$ cat src/rtl/ntt_unload.sv
// ntt_unload: streams N_COEF 24-bit coefficients from a synchronous-read
// coefficient memory onto a valid/ready output through a 2-entry FIFO.
module ntt_unload #(
  parameter logic [15:0] BASE_ADDR = 16'h0000,
  parameter int unsigned N_COEF    = 256
) (
  input  logic        clk,
  input  logic        rst_n,
  input  logic        start_unload,
  output logic        busy,
  output logic        done_unload,
  output logic [15:0] mem_A,
  output logic        mem_CEB,
  output logic        mem_WEB,
  input  logic [23:0] mem_Q,
  output logic [23:0] out_data,
  output logic        out_valid,
  input  logic        out_ready,
  output logic        out_last
);

  localparam int unsigned CW = $clog2(N_COEF + 1);

  typedef enum logic [1:0] {IDLE, READ, DRAIN, DONE} state_t;

  state_t         state;
  logic [CW-1:0]  issue_cnt;
  logic [CW-1:0]  out_cnt;
  logic [15:0]    addr_q;
  logic           inflight;
  logic [23:0]    fifo_mem [2];
  logic           wr_ptr;
  logic           rd_ptr;
  logic [1:0]     fifo_count;

  logic           issue;
  logic           pop;
  logic           push;
  logic [15:0]    issue_addr;

  // Read credit counts the pop happening this cycle, so a slot freed now can
  // be refilled by the read issued now; this is what allows one handshake
  // per cycle with only two entries of storage.
  always_comb begin
    pop        = (fifo_count != 2'd0) && out_ready;
    push       = inflight;
    issue_addr = BASE_ADDR + 16'(issue_cnt);
    issue      = (state == READ) && (issue_cnt < CW'(N_COEF)) &&
                 (({1'b0, fifo_count} + {2'b0, inflight}) < (3'd2 + {2'b0, pop}));
  end

  assign mem_CEB   = ~issue;
  assign mem_WEB   = 1'b1;
  assign mem_A     = issue ? issue_addr : addr_q;
  assign out_valid = (fifo_count != 2'd0);
  assign out_data  = fifo_mem[rd_ptr];
  assign out_last  = out_valid && (out_cnt == CW'(N_COEF - 1));

  // Control FSM with registered busy / done_unload.
  always_ff @(posedge clk or negedge rst_n) begin
    if (!rst_n) begin
      state       <= IDLE;
      busy        <= 1'b0;
      done_unload <= 1'b0;
    end else begin
      case (state)
        IDLE: begin
          done_unload <= 1'b0;
          if (start_unload) begin
            state <= READ;
            busy  <= 1'b1;
          end
        end
        READ: begin
          if (issue && (issue_cnt == CW'(N_COEF - 1))) state <= DRAIN;
        end
        DRAIN: begin
          if (pop && (out_cnt == CW'(N_COEF - 1))) begin
            state       <= DONE;
            busy        <= 1'b0;
            done_unload <= 1'b1;
          end
        end
        DONE: begin
          state       <= IDLE;
          done_unload <= 1'b0;
        end
        default: begin
          state       <= IDLE;
          busy        <= 1'b0;
          done_unload <= 1'b0;
        end
      endcase
    end
  end

  // Issue/output counters, last address and the in-flight read flag.
  always_ff @(posedge clk or negedge rst_n) begin
    if (!rst_n) begin
      issue_cnt <= '0;
      out_cnt   <= '0;
      addr_q    <= BASE_ADDR;
      inflight  <= 1'b0;
    end else begin
      inflight <= issue;
      if (state == IDLE && start_unload) begin
        issue_cnt <= '0;
        out_cnt   <= '0;
      end else begin
        if (issue) begin
          issue_cnt <= issue_cnt + 1'b1;
          addr_q    <= issue_addr;
        end
        if (pop) out_cnt <= out_cnt + 1'b1;
      end
    end
  end

  // Two-entry output FIFO; the memory result lands one cycle after its issue.
  always_ff @(posedge clk or negedge rst_n) begin
    if (!rst_n) begin
      for (int unsigned i = 0; i < 2; i++) fifo_mem[i] <= '0;
      wr_ptr     <= 1'b0;
      rd_ptr     <= 1'b0;
      fifo_count <= '0;
    end else begin
      if (push) begin
        fifo_mem[wr_ptr] <= mem_Q;
        wr_ptr           <= ~wr_ptr;
      end
      if (pop) rd_ptr <= ~rd_ptr;
      case ({push, pop})
        2'b10:   fifo_count <= fifo_count + 2'd1;
        2'b01:   fifo_count <= fifo_count - 2'd1;
        default: fifo_count <= fifo_count;
      endcase
    end
  end

endmodule

$ cat config.mk
export PLATFORM = sky130hd
export DESIGN_NAME = ntt_unload
export DESIGN_NICKNAME = d
export VERILOG_FILES = /design/src/rtl/ntt_unload.sv
export SDC_FILE = /design/constraint.sdc
export NUM_CORES = 1
export LEC_CHECK = 0
export ABC_AREA = 1
export BUFFER_PORTS_ARGS = -buffer_cell sky130_fd_sc_hd__buf_4
export CAP_MARGIN = 20
export CORE_ASPECT_RATIO = 1.75
export CORE_UTILIZATION = 60
export DETAILED_ROUTE_END_ITERATION = 10
export PLACE_DENSITY = 0.84
export SKIP_CTS_REPAIR_TIMING = 1
export SLEW_MARGIN = 20
export SYNTH_ARGS = -nofsm -noshare
export SYNTH_HDL_FRONTEND = slang
export SYNTH_SLANG_ARGS = --single-unit
$ cat constraint.sdc
create_clock -name clk -period 6.3 [get_ports clk]
set_input_delay 1.89 -clock clk [delete_from_list [all_inputs] [get_ports clk]]
set_output_delay 1.89 -clock clk [all_outputs]
set_load 0.03 [all_outputs]
==> results of run 1 <==
cells in the mapped netlist:
library cell,n,area (sq um)
inv_1,62,233
a211oi_1,1,7.51
o21ai_1,19,95.1
nor2_1,17,63.8
buf_4,1,7.51
a31oi_1,1,6.26
nand2_2,2,12.5
clkinv_2,2,10.0
o21ai_0,45,225
nand2_4,4,45.0
nor4_1,1,6.26
buf_6,3,33.8
buf_1,1,3.75
nand3_1,16,80.1
nand3_4,2,35.0
xnor2_1,1,8.76
clkinv_1,1,3.75
nand2_1,183,687
or2_1,1,6.26
o21a_1,1,7.51
nor3_1,2,10.0
nor3b_2,1,12.5
conb_1,1,3.75
clkbuf_1,12,45.0
o31ai_1,1,7.51
xor2_1,6,52.6
a21oi_4,1,16.3
o21ai_2,8,70.1
buf_2,5,25.0
ha_1,10,125
inv_2,2,7.51
nand4_1,2,12.5
o22ai_2,4,50.1
a21oi_1,5,25.0
dfrtp_1,91,2280
nor3_4,1,16.3
state kept, by name (all words and copies together) (netlist names):
name,flops
fifo_mem,48
addr_q,16
issue_cnt,9
out_cnt,9
fifo_count,2
state,2
busy,1
done_unload,1
inflight,1
rd_ptr,1
wr_ptr,1
kinds of logic (layout without fill, tap and decap cells):
kind of cell,after synthesis,after routing
AOI/OAI and AO/OA,86,86
xor gates and xnor gates,7,7
adders and majority gates,10,10
buffers and inverters,89,158
DFF,91,91
other,1,1
and+or+nand+nor,232,232
power groups by stage:
stage,Clock [W],Combinational [W],Sequential (W)
after floorplan,0,0.000919,0.000916
after global placement,0,0.00122,0.000946
after detailed placement,0,0.00126,0.000959
after CTS,0.000630,0.00127,0.000952
after global routing,0.000651,0.00138,0.000978
final,0.000620,0.00126,0.000954
routing by layer:
layer / track usage, % / part of all wire, % / vias up
li1: - / - / 1735
met1: 28.0 / 41 / 1678
met2: 45.5 / 53 / 82
met3: 4.08 / 3.4 / 17
met4: 12.2 / 2.4 / 0
met5: 0 / 0 / -
worst max-delay path by stage:
stage,from,end,depth (start not counted)
floorplan,out_ready,mem_A[0],5
global placement,out_ready,mem_A[12],7
detailed placement,out_ready,mem_A[12],7
CTS,out_ready,mem_A[8],7
global route,out_ready,mem_A[12],7
finish,out_ready,mem_A[8],7
per-stage QoR:
stage	total power, W	worst slack [ps]
2_1_floorplan	0.00183	1600
3_3_place_gp	0.00216	1480
3_5_place_dp	0.00222	1460
4_1_cts	0.00285	1450
5_1_grt	0.00301	1350
6_report	0.00283	1450
critical path: stages:
cell	delay, ps
buf_4	130
nand3_4	80
nand2_4	70
nand2_4	200
clkinv_2	240
nor2_1	150
buf_4	170
cell type report:
| class | instances | area [sq um] | share of cell area, % |
|---|---|---|---|
| Clock buffer | 10 | 239 | 4.56 |
| Inverter | 67 | 254 | 4.85 |
| Timing Repair Buffer | 75 | 563 | 10.7 |
| Multi-Input combinational cell | 336 | 1690 | 32.2 |
| Clock inverter | 6 | 113 | 2.15 |
| Tap cell | 84 | 105 | 2.01 |
| Sequential cell | 91 | 2280 | 43.5 |
==> metrics, run 1 <==
Netlist cell types=36; Post-DP Area=4890 sq um; setup TNS=0 ps; largest net degree at the start of global routing=70; Initial Utilization=62.8%; CTS sink count=91; die outline height=114 microns; Sequential Power Share=33.7%; Die Span X=66.2 microns; standard-cell rows=40; Yosys warning count=0; crit path DAT=2960 ps; main combinational cell family by area after synthesis=simple AND/OR/NAND/NOR gates; PortBufs=72; Slew Limit Fails=0; DR iter-0 viols=238; Syn Nets=554; Compound-Gate Fraction of Synth Area=11.8%; Clk pwr share=21.9%; internal power=0.00163 W; worst path required time=4410 ps; Clock Tree Buf Depth=2; RSZ-0062 raised after global routing=false; hold slack=471 ps; sequential share of the synthesized area=52.5%; r2r setup slk=3940 ps; cells on worst reg2reg path=2; final core occ=75.9%; Routed wire per std cell=13.2 microns; post-synthesis mux area share=0%; placed insts=653; Setup crit start kind=primary input; commonest non-fill, non-tap cells in the layout=nand2_1, dfrtp_1, buf_4; vias per inst=5.25; Comb power frac=44.4%; Area Overhead vs Synth=20.9%; Pwr Density=540 nW/um^2; Num CTS Buffers=9; number of diodes=0; global-route wire length before repair=14500 microns; Switching Share=42.2%; Adder-Cell Fraction of Synth Area=2.89%; H-tree depth=3; Worst-Skew Late Latency=340 ps; status=finished clean; final hold vios=0; clock-pin slew of the registers on the worst-case setup and hold paths=60 ps; post-synthesis xor/xnor area fraction=1.41%; Slew @ Worst Pin=839 ps; final worst-path cycle share=77.0%; post-synthesis simple-gate area fraction=22.8%; Slew headroom=43.8%; NetSw=0.00119 W; most common cell after layout, fill and taps aside=nand2_1; post-synthesis average cell area=8.40 sq um; nets=618; kind of critical path=primary input to output pin; post-synthesis register bit count=91; DRC viols=0; vias in the first global route=3440; skew final=5.78 ps; Crit Path Max Fanout=22; Post-Syn Area=4330 sq um; Hold Startpoint=addr_q[12]; CTS tree=yes; Worst R2R End=rd_ptr; layout cells sized above 1=20.2%; Core ar.=6910 sq um; FF-to-FF Start=rd_ptr; achievable frequency=206 MHz; Worst Hold Class=flip-flop to flip-flop; Vias=3512; DRT antenna net count=0; hold-critical path depth=2; DRT Pass-1 Iters=5; antenna violations before repair=0; Clock Root Buffer=clkbuf_16; post-synthesis instance total=516; endpoint with the worst hold slack=addr_q[12]; non-filler cells, final=669; P_leak=2.79 nW; GPL Wtd Cong=0.827; Die ar.=7580 sq um; MaxCap Viol Count=0; critical path capture point type=output pin; total congestion overflow=0; # fillers=488; min cycle time layout=4850 ps; worst vdd ir=0.000417 V; total wire length=8820 microns; HPWL after DPL=5800 microns; GRT Resource Usage Total=25.3%; IO Count=74; cell area after layout=5240 sq um; final number of setup-violating endpoints=0
(Power assumes the default switching activity.)
==> run 2, diff against run 1 <==
- ABC_AREA: 1 -> 0
- CORE_UTILIZATION: 60 -> 50
- PLACE_DENSITY: 0.84 -> 0.75
- clock period: 6.3 -> 4.2 ns (I/O delays scaled with it)
==> metrics, run 2 <==
Slew headroom=43.3% (-0.45 points); post-synthesis instance total=329 (-36%); area taken by multi-input logic gates=1850 sq um (+9.7%); Crit Path Max Fanout=18 (-18%); antenna violations before repair=0 (unchanged); cells on worst reg2reg path=6 (+4); sequential share of the synthesized area=53.9% (+1.4 points); PortBufs=72 (unchanged); Clock Root Buffer=clkbuf_16; Die Span X=71.5 microns (+7.9%); DRT antenna net count=0 (unchanged); final number of setup-violating endpoints=0 (unchanged); GRT Resource Usage Total=20.0% (-5.2 points); Clock Tree Buf Depth=2 (unchanged); DRC viols=0 (unchanged); hold-critical path depth=1 (-1); Worst R2R End=addr_q[6]; Slew @ Worst Pin=850 ps (+11.9 ps); Post-synth top cells=dfrtp_1, mux2_2, nor2_1; ys flop type=dfrtp_1; most common cell after layout, fill and taps aside=dfrtp_1; hold slack=490 ps (+18.9 ps); die outline height=124 microns (+8.0%); Async SR Flop Fraction=100% (unchanged); Syn Nets=367 (-34%); WL met1=3210 microns (-11%); largest net degree at the start of global routing=68 (-2.9%); min cycle time layout=3900 ps; vias in the first global route=2891 (-16%); Regs by FF count=fifo_mem x48, addr_q x16; skew final=4.42 ps (-1.35 ps); H-tree depth=3 (unchanged); FF-to-FF Start=fifo_count[0]; Initial Utilization=51.2% (-12 points); layout cells sized above 1=46.3% (+26 points); Slew Limit Fails=0 (unchanged); HPWL after DPL=5570 microns (-4.0%); number of diodes=0 (unchanged); r2r setup slk=1990 ps (-1950 ps); Netlist cell types=43 (+19%); Num CTS Buffers=9 (unchanged); achievable frequency=257 MHz; Setup crit start kind=flip-flop; DR iter-0 viols=136 (-43%); commonest non-fill, non-tap cells in the layout=dfrtp_1, mux2_2, buf_4; crit path DAT=2640 ps (-320 ps); worst path required time=2940 ps (-1470 ps); Reg area=2280 sq um (unchanged); Hold Startpoint=rd_ptr; vias per inst=5.57 (+6.1%); total congestion overflow=0 (unchanged); clock-pin slew of the registers on the worst-case setup and hold paths=60 ps (about the same); final worst-path cycle share=92.7%; Worst Hold Class=flip-flop to flip-flop; Largest register FFs=48 (unchanged); # fillers=670 (+37%); CTS sink count=91 (unchanged); Routed wire per std cell=16.1 microns (+22%); Yosys warning count=0 (unchanged); most flop-heavy register=fifo_mem; Pwr Density=490 nW/um^2 (-9.3%); routed wl met3=302 microns (+0.33%); endpoint with the worst hold slack=rd_ptr; standard-cell rows=44 (+10%); critical path capture point type=output pin; setup TNS=0 ps (unchanged); post-synth top area share=53.9% (+1.4 points); IO Count=74 (unchanged); Post-Syn Area=4220 sq um (-2.5%); nets=441 (-29%); worst slack at placement=352 ps (-1110 ps); cell with the most instances after synthesis=dfrtp_1; final hold vios=0 (unchanged); Die ar.=8830 sq um (+17%); PnR worst setup slack=305 ps (-1140 ps); met2 wire len=4360 microns (-7.1%); max layer used=met4; MaxCap Viol Count=0 (unchanged); P_leak=2.39 nW (-14%); total wire length=8060 microns (-8.6%); Synth area leader=dfrtp_1; RSZ-0062 raised after global routing=false; GPL Wtd Cong=0.774 (-6.5%); Post-synth EDFFs=0 (unchanged); CTS tree=yes; Worst-Skew Late Latency=340 ps (about the same); Synth area leaders=dfrtp_1, mux2_2, ha_1; Area Overhead vs Synth=22.3%; Core ar.=8260 sq um (+20%); Vias=2786 (-21%); global-route wire length before repair=13400 microns (-7.3%); DRT Pass-1 Iters=6 (+1); worst vdd ir=0.000450 V (+7.8%); kind of critical path=flip-flop to output pin; post-synthesis average cell area=12.8 sq um (+53%); status=finished clean; post-synthesis register bit count=91 (unchanged)
==> run 2: cell type report <==
class / instances / share of cell area (%)
clock buffers: 11 / 4.89
repair buffers: 77 / 11.2
inverters: 8 / 0.581
flip-flops and latches: 91 / 44.1
well taps: 92 / 2.23
clock inverters: 5 / 1.16
multi-input cells: 216 / 35.9
==> run 2: logic make-up (layout without fill, tap and decap cells) <==
family | after synthesis | count (layout) | share of synthesized area [%]
xor+xnor | 11 | 11 | 2.28
other cells | 1 | 1 | 0.0888
mux | 92 | 92 | 24.5
buf+inv | 22 | 101 | 2.37
fa+ha+maj | 10 | 10 | 2.96
simple gates | 75 | 75 | 9.77
compound gates | 27 | 27 | 4.15
flops | 91 | 91 | 53.9
==> run 2: worst max path at each step <==
stage	startpoint	end	cells past startpoint
3_5_place_dp	out_ready	mem_A[7]	7
6_report	fifo_count[0]	mem_A[0]	8
2_1_floorplan	out_ready	mem_A[10]	6
3_3_place_gp	out_ready	mem_A[6]	7
4_1_cts	fifo_count[0]	mem_A[2]	8
5_1_grt	fifo_count[0]	mem_A[1]	8
==> run 2: critical path, stage by stage, from the launching register on <==
cell and delay, ps:
dfrtp_1 450, ha_1 210, ha_1 170, nor2_1 320
nand2_1 290, nor2_4 180, inv_2 150, mux2_1 340
buf_4 170
==> run 2: metrics by stage <==
stage / total power, W / instance area [sq um] / util, % / std cells
after global placement: 0.00170 / 4850 / 58.7 / 484
after global routing: 0.00265 / 5160 / 62.5 / 500
after CTS: 0.00255 / 5160 / 62.5 / 500
after detailed placement: 0.00172 / 4850 / 58.7 / 484
final: 0.00253 / 5160 / 62.5 / 500
after floorplan: 0.00149 / 4220 / - / 329
==> run 2: per-layer routing <==
metal | global-route usage, % | vias up
met2 | 36.3 | 61
met4 | 8.95 | 0
met5 | 0 | -
met3 | 4.53 | 15
met1 | 22.2 | 1395
li1 | - | 1315
==> run 2: where the power goes <==
| group | leakage, nW | internal (W) | switching, W |
|---|---|---|---|
| clock network | 0.152 | 0.000495 | 0.000335 |
| logic | 1.14 | 0.000301 | 0.000388 |
| registers | 1.09 | 0.000947 | 0.0000627 |
==> run 3, diff against run 2 <==
- CORE_ASPECT_RATIO: 1.75 -> 2
- CORE_UTILIZATION: 50 -> 45
- CTS_CLUSTER_DIAMETER: unset -> 60
- PLACE_DENSITY: 0.75 -> 0.69
==> metrics, run 3 (synthesis results as in run 2) <==
status=finished, violations left; achievable frequency=257 MHz (+0.24%); hold-critical path depth=1 (unchanged); r2r setup slk=1990 ps (about the same); final worst-path cycle share=92.5% (-0.23 points); global route hottest layer=met2; met1 Use GR=19.4% (-2.8 points); DRT antenna net count=0 (unchanged); kind of critical path=flip-flop to output pin; routing usage on met2=33.1% (-3.2 points); endpoint with the worst hold slack=rd_ptr; DRC viols=14 (+14); Hold Startpoint=rd_ptr; antenna violations before repair=0 (unchanged); hold slack=482 ps (-7.69 ps); GPL Wtd Cong=0.797 (+3.0%); Worst Hold Class=flip-flop to flip-flop; final hold vios=0 (unchanged); PortBufs=72 (unchanged); Slew @ Worst Pin=679 ps (-171 ps); Slew Limit Fails=0 (unchanged); layout cells sized above 1=46.1% (-0.25 points); Worst-Skew Late Latency=340 ps (about the same); cells on worst reg2reg path=6 (unchanged); vias per inst=5.42 (-2.7%); PnR worst setup slack=314 ps (+9.51 ps); DRT Pass-1 Iters=7 (+1); standard-cell rows=49 (+11%); global-route wire length before repair=13700 microns (+1.9%); Initial Utilization=46.6% (-4.6 points); final number of setup-violating endpoints=0 (unchanged); clock-pin slew of the registers on the worst-case setup and hold paths=60 ps (about the same); # fillers=785 (+17%); RSZ-0062 raised after global routing=false; Pwr Density=486 nW/um^2 (-0.79%); number of diodes=0 (unchanged); DR iter-0 viols=113 (-17%); setup TNS=0 ps (unchanged); failing checks=design-rule violations; CTS tree=yes; most flop-heavy register=fifo_mem; GR met3 Demand/Resource=4.14% (-0.39 points); FF-to-FF Start=fifo_count[0]; min cycle time layout=3890 ps (-9.51 ps); P_leak=2.38 nW (-0.35%); Area Overhead vs Synth=22.4%; worst slack at placement=353 ps (+1.76 ps); worst path required time=2940 ps (about the same); GRT Resource Usage Total=18.0% (-2.0 points); critical path capture point type=output pin; Slew headroom=54.7% (+11 points); Vias=2764 (-0.79%); total power=0.00251 W (-0.67%); IO Count=74 (unchanged); Setup crit start kind=flip-flop; Clock Tree Buf Depth=2 (unchanged); Clock Root Buffer=clkbuf_16; largest net degree at the start of global routing=48 (-29%); placed insts=494 (+2.1%); HPWL after DPL=5790 microns (+3.9%); Die Span X=70.5 microns (-1.4%); vias in the first global route=2908 (+0.59%); die outline height=139 microns (+12%); MaxCap Viol Count=0 (unchanged); skew final=5.34 ps (+0.912 ps); most common cell after layout, fill and taps aside=dfrtp_1; Regs by FF count=fifo_mem x48, addr_q x16; Worst R2R End=issue_cnt[4]; worst vdd ir=0.000295 V (-34%); Largest register FFs=48 (unchanged); nets=441 (unchanged); commonest non-fill, non-tap cells in the layout=dfrtp_1, mux2_2, buf_4; CTS sink count=91 (unchanged); Die ar.=9800 sq um (+11%); Crit Path Max Fanout=18 (unchanged); non-filler cells, final=510 (+2.0%); crit path DAT=2630 ps (about the same); Core ar.=9070 sq um (+9.9%); total wire length=8080 microns (+0.30%); H-tree depth=3 (unchanged); Routed wire per std cell=15.8 microns (-1.7%); Num CTS Buffers=9 (unchanged); total congestion overflow=0 (unchanged)
-- run 3: changes by cell type in the layout (fill, tap and decap cells not counted), sizes merged --
cell    delta
inv        +1
clkbuf     -1
-- run 3: per-layer routing --
layer,wire (microns),up-vias
li1,-,1306
met1,3110,1387
met2,4500,60
met3,317,11
met4,150,0
met5,0,-
-- run 3: worst max-delay path: stages, from the launching register on --
cell	delay (ps)
dfrtp_1	460
ha_1	230
ha_1	190
nor2_1	280
nand2_1	280
nor2_4	180
inv_2	160
mux2_1	350
buf_4	170
-- run 3: per-stage QoR --
step                      cell area, sq um  util (%)
final                                 5170      57.0
after global routing                  5170      57.0
after CTS                             5160      56.9
after detailed placement              4860      53.6
after global placement                4860      53.6
after floorplan                       4220         -
-- run 3: how the worst max path moves through the flow --
stage                              from   endpoint  slack (ps)
after floorplan               out_ready  mem_A[10]         530
after global placement        out_ready   mem_A[6]         380
after detailed placement      out_ready   mem_A[7]         350
after CTS                 fifo_count[0]   mem_A[2]         290
after global routing      fifo_count[0]   mem_A[2]          80
final                     fifo_count[0]   mem_A[2]         310
-- run 3: area by class of cell --
type / count / area (sq um) / share of cell area, %
Tap cell: 102 / 128 / 2.47
Inverter: 8 / 30.0 / 0.581
Multi-Input combinational cell: 216 / 1860 / 35.9
Clock buffer: 10 / 229 / 4.43
Sequential cell: 91 / 2280 / 44.0
Clock inverter: 6 / 72.6 / 1.40
Timing Repair Buffer: 77 / 578 / 11.2
-- run 3: power breakdown --
| part | switching (W) | internal, W |
|---|---|---|
| registers | 0.0000656 | 0.000947 |
| clock network | 0.000341 | 0.000468 |
| logic | 0.000390 | 0.000302 |
| total | 0.000797 | 0.00172 |
